[config.mk]
export PLATFORM = sky130hd
export DESIGN_NAME = ysyx_brq
export DESIGN_NICKNAME = d
export VERILOG_FILES = /design/src/rtl/ysyx_brq_pkg.sv /design/src/rtl/ysyx_brq_fifo.sv /design/src/rtl/ysyx_brq.sv
export SDC_FILE = /design/constraint.sdc
export NUM_CORES = 1
export LEC_CHECK = 0
export ABC_CLOCK_PERIOD_IN_PS = 6540
export CAP_MARGIN = 20
export CORE_UTILIZATION = 35
export DETAILED_ROUTE_END_ITERATION = 10
export GPL_TIMING_DRIVEN = 0
export SYNTH_ARGS = -nofsm -noshare
export SYNTH_HDL_FRONTEND = slang
export SYNTH_SLANG_ARGS = --single-unit
[constraint.sdc]
create_clock -name clk -period 6.54 [get_ports clk]
set_input_delay 0.981 -clock clk [delete_from_list [all_inputs] [get_ports clk]]
set_output_delay 0.981 -clock clk [all_outputs]
set_load 0.005 [all_outputs]
[src/rtl/ysyx_brq_pkg.sv]
// Shared types and defaults for the branch-resolution queue.
// Holds the FSM state encoding and the default sizing constants.
// No logic; imported by every file of the block.
`ifndef YSYX_W_WIDTH
`define YSYX_W_WIDTH 32
`endif
`ifndef YSYX_PC_INIT
`define YSYX_PC_INIT 32'h8000_0000
`endif

package ysyx_brq_pkg;

   typedef enum logic {
      RUN   = 1'b0,
      FLUSH = 1'b1
   } brq_state_e;

   localparam int BRQ_DEPTH_DEF     = 4;
   localparam int BRQ_FLUSH_CYC_DEF = 2;

endpackage

[src/rtl/ysyx_brq_fifo.sv]
// Circular storage of in-flight predictions with occupancy count and clear.
// Latency: push visible at head next cycle; head is a combinational read at rd_ptr.
// Backpressure: none internally; caller gates push/pop with count (clear wins over push/pop).
module ysyx_brq_fifo
   import ysyx_brq_pkg::*;
#(
   parameter  int WIDTH = 64,
   parameter  int DEPTH = BRQ_DEPTH_DEF,
   localparam int PTR_W = $clog2(DEPTH),
   localparam int CNT_W = PTR_W + 1
) (
   input  logic             clk,
   input  logic             rst,
   input  logic             push,
   input  logic [WIDTH-1:0] din,
   input  logic             pop,
   input  logic             clear,
   output logic [WIDTH-1:0] head,
   output logic [CNT_W-1:0] count
);

   logic [WIDTH-1:0] mem [DEPTH];
   logic [PTR_W-1:0] wr_ptr;
   logic [PTR_W-1:0] rd_ptr;

   // Entry storage; contents are never reset, a clear simply drops the write
   always_ff @(posedge clk) begin
      if (push && !clear) begin
         mem[wr_ptr] <= din;
      end
   end

   // Pointers wrap naturally since DEPTH is a power of two; clear empties by catching rd up to wr
   always_ff @(posedge clk) begin
      if (rst) begin
         wr_ptr <= '0;
         rd_ptr <= '0;
         count  <= '0;
      end else if (clear) begin
         rd_ptr <= wr_ptr;
         count  <= '0;
      end else begin
         if (push) wr_ptr <= wr_ptr + 1'b1;
         if (pop)  rd_ptr <= rd_ptr + 1'b1;
         case ({push, pop})
            2'b10:   count <= count + 1'b1;
            2'b01:   count <= count - 1'b1;
            default: count <= count;
         endcase
      end
   end

   assign head = mem[rd_ptr];

endmodule

[src/rtl/ysyx_brq.sv]
// Branch-resolution queue: checks in-order EXU resolutions against queued IFU predictions.
// Latency: good/bad/redirect/counters registered, visible the cycle after the resolve.
// Backpressure: push_ready/res_ready decoded from state and count only; both low during FLUSH.
`ifndef YSYX_W_WIDTH
`define YSYX_W_WIDTH 32
`endif
`ifndef YSYX_PC_INIT
`define YSYX_PC_INIT 32'h8000_0000
`endif

module ysyx_brq
   import ysyx_brq_pkg::*;
#(
   parameter int DATA_W    = `YSYX_W_WIDTH,
   parameter int DEPTH     = BRQ_DEPTH_DEF,
   parameter int FLUSH_CYC = BRQ_FLUSH_CYC_DEF
) (
   input  logic              clk,
   input  logic              rst,
   input  logic              push_valid,
   input  logic [DATA_W-1:0] push_pc,
   input  logic [DATA_W-1:0] push_pred,
   output logic              push_ready,
   input  logic              res_valid,
   input  logic [DATA_W-1:0] res_npc,
   output logic              res_ready,
   output logic              good_speculation,
   output logic              bad_speculation,
   output logic [DATA_W-1:0] redirect_pc,
   output logic              flush_o,
   output logic [31:0]       hit_cnt,
   output logic [31:0]       miss_cnt
);

   localparam int CNT_W = $clog2(DEPTH) + 1;
   localparam int FC_W  = (FLUSH_CYC > 1) ? $clog2(FLUSH_CYC) : 1;
   localparam logic [FC_W-1:0]  FLUSH_LOAD = FC_W'(FLUSH_CYC - 1);
   localparam logic [CNT_W-1:0] DEPTH_CNT  = CNT_W'(DEPTH);

   brq_state_e          state;
   logic [FC_W-1:0]     flush_cnt;
   logic [CNT_W-1:0]    count;
   logic [2*DATA_W-1:0] head;
   logic [DATA_W-1:0]   head_pred;
   logic [DATA_W-1:0]   head_pc_unused;
   logic                push_fire;
   logic                res_fire;
   logic                pred_eq;
   logic                hit;
   logic                miss;
   logic [31:0]         hit_nxt;
   logic [31:0]         miss_nxt;

   // Ready depends on state and occupancy only, so a same-cycle pop never frees a slot
   assign push_ready = (state == RUN) && (count < DEPTH_CNT);
   assign res_ready  = (state == RUN) && (count != '0);
   assign push_fire  = push_valid && push_ready;
   assign res_fire   = res_valid && res_ready;

   assign {head_pc_unused, head_pred} = head;
   assign pred_eq = (res_npc == head_pred);
   assign hit     = res_fire && pred_eq;
   assign miss    = res_fire && !pred_eq;

   ysyx_brq_fifo #(
      .WIDTH (2*DATA_W),
      .DEPTH (DEPTH)
   ) u_fifo (
      .clk   (clk),
      .rst   (rst),
      .push  (push_fire),
      .din   ({push_pc, push_pred}),
      .pop   (hit),
      .clear (miss),
      .head  (head),
      .count (count)
   );

   // Saturating next values for the hit/miss statistics
   always_comb begin
      hit_nxt  = hit_cnt;
      miss_nxt = miss_cnt;
      if (hit && (hit_cnt != 32'hFFFF_FFFF))   hit_nxt  = hit_cnt + 32'd1;
      if (miss && (miss_cnt != 32'hFFFF_FFFF)) miss_nxt = miss_cnt + 32'd1;
   end

   // RUN/FLUSH control: a mispredict holds the queue closed for FLUSH_CYC cycles
   always_ff @(posedge clk) begin
      if (rst) begin
         state     <= RUN;
         flush_cnt <= '0;
         flush_o   <= 1'b0;
      end else begin
         case (state)
            RUN: begin
               if (miss) begin
                  state     <= FLUSH;
                  flush_cnt <= FLUSH_LOAD;
                  flush_o   <= 1'b1;
               end
            end
            FLUSH: begin
               if (flush_cnt == '0) begin
                  state   <= RUN;
                  flush_o <= 1'b0;
               end else begin
                  flush_cnt <= flush_cnt - 1'b1;
               end
            end
            default: begin
               state   <= RUN;
               flush_o <= 1'b0;
            end
         endcase
      end
   end

   // Resolution outcome pulses, redirect target and statistics
   always_ff @(posedge clk) begin
      if (rst) begin
         good_speculation <= 1'b0;
         bad_speculation  <= 1'b0;
         redirect_pc      <= DATA_W'(`YSYX_PC_INIT);
         hit_cnt          <= '0;
         miss_cnt         <= '0;
      end else begin
         good_speculation <= hit;
         bad_speculation  <= miss;
         if (miss) redirect_pc <= res_npc;
         hit_cnt          <= hit_nxt;
         miss_cnt         <= miss_nxt;
      end
   end

endmodule

* Word level (Yosys, flattened, before mapping)
Memories as Yosys holds them, arrays and structs flattened. A register that Yosys moved wholly into a read port is not among the register bits.
Cells that the tools add are included.
Widths: inputs -> output; s select.
** Storage, ports and cells
- ROM bits :: 0
- Register bits after elaboration :: 108
- Latch bits :: 0
- Input bits :: 100
- Output and inout bits :: 101
- Memories :: 1
- Logic and storage cells :: 61
- Bits in writable memories :: 256
** Memories
- u_fifo.mem :: words 4, width 64, read ports 1, clocked after memory_dff 1, write ports 1, RTL line ysyx_brq_fifo.sv:22 : logic [WIDTH-1:0] mem [DEPTH];
** Operators by class
- $mul :: 0
- Magnitude comparators :: 1
- Equality and inequality tests :: 7
- Div/mod/pow operators :: 0
- Muxes and demuxes :: 15
- Bitwise logic cells :: 2
- Shift-type cells :: 0
- Add/sub/neg operators :: 7
- Reduce and logical (&&, ||, !) cells :: 17
** Operator list (count)
- $add 32x1->32 const B :: 2
- $ne 32x32->1 const B :: 2
- $eq 32x32->1 :: 1
- $logic_and 1x1->1 :: 9
- $mux 2 :: 4
- $mux 1 :: 7
- $pmux 1 s2 :: 3
- $pmux 3 s2 :: 1
- $add 2x1->2 const B :: 2
- $ne 2x2->1 const B :: 2
- $reduce_and 2->1 :: 2
- $reduce_bool 2->1 :: 2
- $add 3x1->3 const B :: 1
- $lt 3x3->1 const B :: 1
- $reduce_bool 3->1 :: 1
- $sub 3x1->3 const B :: 1
- $eq 2x1->1 const B :: 1
- $eq 2x2->1 const B :: 1
- $logic_not 1->1 :: 2
- $not 1->1 :: 2
- $reduce_or 2->1 :: 1
- $sub 1x1->1 const B :: 1

* Logic depth before layout (Yosys ltp)
Gate-level depths: netlist (run 1).
- Depth after elaboration :: 8
- Gate-level depth with buffers :: 14
- Mapped depth without buffers :: 12

* Hierarchy
A second synthesis (run 1) with hierarchy kept.
** Second synthesis, totals
- Cell total of the unflattened synthesis :: 1001
- Area total of the unflattened synthesis :: 14770.4 um2
** By module, submodules not included
- ysyx_brq_fifo :: seq. area each 7867.5 um2, cells an instance 381, area each 9759.4 um2, instances 1
- ysyx_brq :: seq. area each 2021.9 um2, cells an instance 620, area each 5011.1 um2, instances 1

* Worst setup path before layout (run 1)
Ideal clock, no wire load.
- Path type :: flip-flop to flip-flop
- Start :: register (tool-made name)
- End :: memory u_fifo.mem[0][0], enable pin
- Library setup time :: 0.392 ns
- Stages on the path, launching flop included :: 11
- Data required time :: 6.148 ns
- Arrival :: 3.412 ns
- Path slack :: 2.736 ns
- Cells stage by stage :: dfxtp_1 buf_6 buf_6 mux4_2 xnor2_1 nand4_1 nor4_1 a21oi_1 clkbuf_1 nor2_1 and2_1
** RTL lines (RTL line)
- to (decl) :: ysyx_brq_fifo.sv:22

==> reports/qor.csv, run 1 <==
stage,metric,value,unit
yosys,netlist_area,10200,sq um
routing,dr.pass1.iters,4,
sta,max_slew.worst_pin.slew,992,ps
yosys,synthSimpleGateAreaFrac,0.159,
clocking,clk_latency,530,ps
global_routing,grt_max_degree,26,
setup_path,slowest_stage,nor4_1,
yosys,synth_seq_cells,238,
yosys,ys.flop_type,edfxtp_1,
place,place.gp.congestion,0.839,
yosys,synthArstFlopShare,0,
global_routing,grtUsageTotal,0.185,
final_layout,post-route-util,0.467,
clocking,clock_path_buffers,3,
final_layout,area_delta_synth_final,31.5,%
sta,finalCritPeriodShare,0.717,
setup_path,crit_path_cell_trace,"buf_1, mux4_2, xnor2_1, nand4_1, nor4_1, a21oi_1, clkbuf_1, nor2_1, and2_2, buf_12",
floorplanning,die_x,172,um
floorplanning,die_h,172,um
sta,period_needed,4690,ps
yosys,postSynthCellCount,821,
min_path,hold_depth,2,
clocking,clk_pin_slew,60,ps
global_routing,first_global_vias,7235,
place,placed_area,12400,sq um
setup_path,slowest_delay,780,ps
run,maxCapViolCount,0,
global_routing,grt-ovfl-total,0,
clocking,h-tree-depth,1,
final_layout,nets,1129,
setup_path,crit_arrival,4910,ps
routing,wl,27100,um
yosys,synth-edff-count,128,
clocking,root_buffer,clkbuf_16,
global_routing,grt_pass1_wl,41200,um
sta,rsz0062_at_grt,false,
sta,slew_viol_final,0,
sta,final-hold-violation-count,0,
sta,finalSetupViolations,0,
routing,drc,0,
pwr,p_per_area,275,nW/um^2
routing,viasPerCell,5.07,
final_layout,layout_commonest_cell,clkdlybuf4s50_1,
floorplanning,fp.dieArea,29700,sq um
floorplanning,coreArea,28600,sq um
routing,wire_per_inst,19.0,um
min_path,whs_endpoint,state$_SDFF_PP0_,
clocking,cts_buffers,27,
pwr,p_total,0.00368,W
setup_path,rr_worst_depth,10,
yosys,synth-xor-area-share,0.0310,
yosys,synthAdderAreaFrac,0.0106,
sta,relSlewSlack,0.339,
floorplanning,start_util,0.355,
place,dpl.cell_count,1376,
final_layout,final_cell_mix,"clkdlybuf4s50_1, edfxtp_1, dfxtp_1",
final_layout,layout-drive-gt1-share,0.119,
sta,fin_setup_tns,0,ps
global_routing,grt_antenna_before_repair,4,
yosys,seq_area_frac_synth,0.594,
min_path,hp-start,flush_cnt$_SDFFE_PP0P_,
setup_path,r2r-end,u_fifo.mem[1][11]$_DFFE_PP_,
floorplanning,ios,201,
yosys,avgSynthCellArea,12.4,sq um
yosys,syn_nets,929,
setup_path,crit_path_start_kind,flip-flop,
floorplanning,row_count,62,
setup_path,cp_max_fo,24,
routing,antenna_left,0,
yosys,synthMuxAreaShare,0.125,
yosys,synth_compound_area_frac,0.0534,
routing,vias,7236,
min_path,min_path_type,reg2reg,
status,outcome,completed,
setup_path,regToRegSetupSlack,1850,ps
setup_path,path_class,reg2reg,
setup_path,critPathRequiredTime,6760,ps
place,io_buffers,167,
clocking,ctsResizeCount,0,
pwr,peakVddDrop,0.000174,V
yosys,yosys.cell_types.count,47,
yosys,synth_top_family_by_area,simple AND/OR/NAND/NOR gates,
routing,drtIter0Drc,512,
final_layout,layoutNonFillerInstCount,1426,
setup_path,cp-end-kind,flip-flop,
clocking,cts_tree,yes,
sta,worst_clock_skew,9.38,ps
clocking,post-cts-setup-buffers,0,
clocking,cts.sinks,238,
sta,max_freq,0.213,GHz
final_layout,finalInstanceArea,13400,sq um
pwr,p_leak,4.34,nW
place,dp_hpwl,19000,um
clocking,holdBufCountCts,0,
yosys,yosysWarnings,0,
-- per-stage QoR --
stage / worst slack, ps / hold slack [ps]
3_5_place_dp: 1720 / 467
2_1_floorplan: 2740 / 450
3_3_place_gp: 829 / 467
6_report: 1850 / 483
5_1_grt: 1570 / 517
4_1_cts: 1830 / 487
-- cell usage after synthesis (3+ instances only) --
master,number,area (sq um)
nor2_1,87,327
nor3_1,18,90.1
mux2_1,3,33.8
dfxtp_1,110,2200
nand2b_1,7,43.8
a31o_2,6,52.6
and2_1,10,62.6
nand2_1,42,158
mux2_2,18,203
edfxtp_1,128,3840
o31ai_1,10,75.1
buf_2,5,25.0
and3_1,9,56.3
mux2i_1,31,310
inv_1,23,86.3
or3_1,12,75.1
a31oi_1,3,18.8
a21oi_1,27,135
nor4_1,7,43.8
o21bai_1,3,22.5
clkbuf_1,28,105
and4_1,8,70.1
xnor2_1,34,298
mux4_2,32,721
nand4_1,25,156
buf_1,3,11.3
buf_6,4,45.0
nand3_1,23,115
or4_1,19,143
o21ai_0,22,110
ha_1,7,87.6
a311oi_1,8,70.1
nor2b_1,28,175
-- state kept, by name, indices dropped and copies added, names as in the netlist, named ones only --
name / cells
u_fifo.count: 3
good_speculation: 1
hit_cnt: 32
u_fifo.mem: 128
u_fifo.wr_ptr: 2
miss_cnt: 32
flush_cnt: 1
bad_speculation: 1
flush_o: 1
redirect_pc: 32
u_fifo.rd_ptr: 2
state: 1
-- critical path: cells and delay by family (launching register included) --
family	cells	cell delay [ps]
AOI/OAI and AO/OA	1	320
xor gates and xnor gates	1	290
buffers and inverters	3	1170
DFF	1	430
muxes	1	410
and+or+nand+nor	4	1740
-- metal layers --
metal | vias to the layer above | share of wire | GRT usage
met5 | - | 0.00096 | 0
met4 | 4 | 0.017 | 0.0469
met3 | 37 | 0.086 | 0.0449
met2 | 226 | 0.47 | 0.312
met1 | 3493 | 0.43 | 0.237
li1 | 3476 | - | -
-- cell families after synthesis --
group / after synthesis
simple gates: 306
flops: 238
compound gates: 86
mux: 84
buf+inv: 63
xor+xnor: 36
fa+ha+maj: 8
-- where the power goes --
part / switching (W) / leakage [nW] / internal, W
Combinational: 0.000197 / 1.82 / 0.000182
Sequential: 0.0000261 / 2.06 / 0.00165
Clock: 0.000615 / 0.468 / 0.00101
Total: 0.000837 / 4.34 / 0.00284
-- how the worst max path moves through the flow --
stage	to	slack, ps	cells after the start
CTS	u_fifo.mem[1][11]$_DFFE_PP_	1830	10
detailed placement	u_fifo.mem[1][12]$_DFFE_PP_	1720	9
floorplan	u_fifo.mem[0][0]$_DFFE_PP_	2740	10
global route	u_fifo.mem[1][7]$_DFFE_PP_	1570	10
finish	u_fifo.mem[1][11]$_DFFE_PP_	1850	10
global placement	u_fifo.mem[0][12]$_DFFE_PP_	830	8
-- area by class of cell --
cell class / instances / area (sq um)
Clock inverter: 15 / 214
Buffer: 40 / 186
Antenna cell: 1 / 2.50
Fill cell: 2584 / 15200
Multi-Input combinational cell: 520 / 3860
Sequential cell: 238 / 6050
Clock buffer: 34 / 752
Timing Repair Buffer: 171 / 1750
Inverter: 23 / 86.3
Tap cell: 384 / 480
Note: power is estimated with default switching activity, not from simulation.
==> inputs of run 2 (changes only) <==
--- a/config.mk
+++ b/config.mk
@@ -5,7 +5,7 @@
 export SDC_FILE = /design/constraint.sdc
 export NUM_CORES = 1
 export LEC_CHECK = 0
-export ABC_CLOCK_PERIOD_IN_PS = 6540
+export ABC_CLOCK_PERIOD_IN_PS = 4300
 export CAP_MARGIN = 20
 export CORE_UTILIZATION = 35
 export DETAILED_ROUTE_END_ITERATION = 10
==> constraint.sdc (replaced) <==
create_clock -name clk -period 4.3 [get_ports clk]
set_input_delay 0.645 -clock clk [delete_from_list [all_inputs] [get_ports clk]]
set_output_delay 0.645 -clock clk [all_outputs]
set_load 0.005 [all_outputs]
==> reports/qor.csv, run 2 (same netlist as run 1, synthesis figures left out) <==
stage,metric,value,unit,change
routing,vias,7238,,+0.028%
sta,finalCritPeriodShare,0.948,,+0.231
status,outcome,completed,,
final_layout,layout-drive-gt1-share,0.127,,+0.00768
global_routing,grt-ovfl-total,0,,unchanged
routing,antenna_left,0,,unchanged
clocking,clk_latency,530,ps,about the same
routing,wl,27000,um,-0.13%
clocking,clock_path_buffers,3,,unchanged
final_layout,layout_commonest_cell,clkdlybuf4s50_1,,
place,dpl.cell_count,1376,,unchanged
routing,drtIter0Drc,487,,-4.9%
routing,viasPerCell,5.08,,about the same
global_routing,grt_pass1_wl,41200,um,about the same
floorplanning,row_count,62,,unchanged
floorplanning,coreArea,28600,sq um,unchanged
final_layout,finalInstanceArea,13400,sq um,+0.33%
setup_path,crit_path_start_kind,flip-flop,,
sta,final-hold-violation-count,0,,unchanged
routing,drc,0,,unchanged
floorplanning,fp.dieArea,29700,sq um,unchanged
setup_path,cp-end-kind,flip-flop,,
floorplanning,start_util,0.355,,unchanged
sta,slew_viol_final,0,,unchanged
clocking,holdBufCountCts,0,,unchanged
routing,wire_per_inst,19.0,um,-0.13%
global_routing,grt_max_degree,26,,unchanged
floorplanning,die_x,172,um,unchanged
sta,relSlewSlack,0.344,,+0.00467
setup_path,path_class,reg2reg,,
setup_path,r2r-end,u_fifo.count[2]$_SDFFE_PP0P_,,
setup_path,cp_max_fo,10,,-58%
final_layout,largest_reg_flops,128,,unchanged
place,dp_hpwl,19000,um,unchanged
setup_path,regToRegSetupSlack,220,ps,-1630 ps
clocking,clk_pin_slew,60,ps,about the same
floorplanning,ios,201,,unchanged
sta,max_freq,0.245,GHz,+15%
place,place.gp.congestion,0.839,,unchanged
clocking,cts_tree,yes,,
clocking,root_buffer,clkbuf_16,,
setup_path,critPathRequiredTime,4680,ps,-2080 ps
pwr,p_per_area,418,nW/um^2,+52%
global_routing,use_met1,0.236,,about the same
global_routing,use_met2,0.311,,-0.000877
place,pre_cts_ws,-384,ps,-2100 ps
min_path,hold_depth,2,,unchanged
sta,worst_clock_skew,10.5,ps,+1.09 ps
floorplanning,die_h,172,um,unchanged
global_routing,first_global_vias,7259,,+0.33%
setup_path,rr_worst_depth,14,,+4
place,placed_area,12400,sq um,unchanged
place,io_buffers,167,,unchanged
global_routing,grt.busiest_layer,met2,,
final_layout,final_cell_mix,"clkdlybuf4s50_1, edfxtp_1, dfxtp_1",,
pwr,peakVddDrop,0.000266,V,+53%
min_path,min_path_type,reg2reg,,
final_layout,layoutNonFillerInstCount,1426,,unchanged
min_path,whs_endpoint,state$_SDFF_PP0_,,
final_layout,top_register,u_fifo.mem,,
sta,period_needed,4080,ps,-615 ps
routing,dr.pass1.iters,5,,+1
clocking,cts.sinks,238,,unchanged
global_routing,grtUsageTotal,0.185,,unchanged
run,maxCapViolCount,0,,unchanged
sta,max_slew.worst_pin.slew,985,ps,-7.00 ps
clocking,post-cts-setup-buffers,0,,unchanged
clocking,h-tree-depth,1,,unchanged
final_layout,area_delta_synth_final,31.9,%,
sta,setup_ws,223,ps,-1630 ps
global_routing,grt_antenna_before_repair,4,,unchanged
sta,finalSetupViolations,0,,unchanged
setup_path,crit_arrival,4460,ps,-450 ps
sta,rsz0062_at_grt,false,,
global_routing,met3_usage,0.0449,,unchanged
min_path,hp-start,flush_cnt$_SDFFE_PP0P_,,
sta,fin_setup_tns,0,ps,unchanged
clocking,cts_buffers,27,,unchanged
final_layout,nets,1129,,unchanged
pwr,p_leak,4.39,nW,+0.98%
-- run 2: cell counts in the layout (fill, tap and decap cells not counted) --
Identical to the previous run, type by type.
-- run 2: worst max path at each step --
stage / startpoint / endpoint / slack (ps) / cells past startpoint
after floorplan: flip-flop / u_fifo.mem[0][0]$_DFFE_PP_ / 500 / 10
after global placement: flip-flop / u_fifo.mem[0][12]$_DFFE_PP_ / -1290 / 9
after detailed placement: flip-flop / u_fifo.mem[1][12]$_DFFE_PP_ / -380 / 10
after CTS: flip-flop / u_fifo.mem[1][11]$_DFFE_PP_ / 40 / 11
after global routing: flip-flop / miss_cnt[15]$_SDFFE_PP0P_ / 50 / 11
final: flip-flop / u_fifo.count[2]$_SDFFE_PP0P_ / 220 / 14
-- run 2: timing repair --
item                                    4_1_cts  5_1_grt
resized for setup                             5        6
endpoints found under the setup margin      129       99
hold endpoints to repair                      0        0
-- run 2: critical path, cell delays in order, from the launching register on --
cell	delay (ps)
dfxtp_1	330
buf_6	140
buf_6	190
mux4_2	520
xnor2_1	290
nand4_1	250
or4_4	640
nor4b_2	420
ha_1	250
inv_1	60
fa_1	370
xor2_1	150
nor2_1	130
xnor2_1	130
nor3_1	50
-- run 2: layer usage --
| layer | wire length (um) | up-vias |
|---|---|---|
| met4 | 512 | 4 |
| met1 | 11800 | 3478 |
| li1 | - | 3483 |
| met3 | 1970 | 41 |
| met5 | 26 | - |
| met2 | 12700 | 232 |
-- run 2: report_power, final --
part | total (W) | switching, W | leakage [nW] | internal (W)
Clock | 0.00247 | 0.000936 | 0.468 | 0.00154
Sequential | 0.00255 | 0.0000397 | 2.06 | 0.00251
Combinational | 0.000581 | 0.000303 | 1.86 | 0.000277
Total | 0.00561 | 0.00128 | 4.39 | 0.00433
-- run 2: final cells by class --
| class | instances | area, sq um |
|---|---|---|
| tap | 384 | 480 |
| multi-input combinational | 520 | 3900 |
| clock buffer | 34 | 752 |
| sequential | 238 | 6050 |
| buffer | 40 | 191 |
| inverter | 23 | 86.3 |
| timing repair buffer | 171 | 1750 |
| antenna | 1 | 2.50 |
| clock inverter | 15 | 214 |
| fill | 2579 | 15200 |
-- run 2: stage by stage --
step | hold slack, ps | total power, W | util
finish | 484 | 0.00561 | 0.469
global route | 517 | 0.00582 | 0.469
CTS | 487 | 0.00568 | 0.468
detailed placement | 467 | 0.00319 | 0.434
global placement | 467 | 0.00316 | 0.431
floorplan | 450 | 0.00290 | -
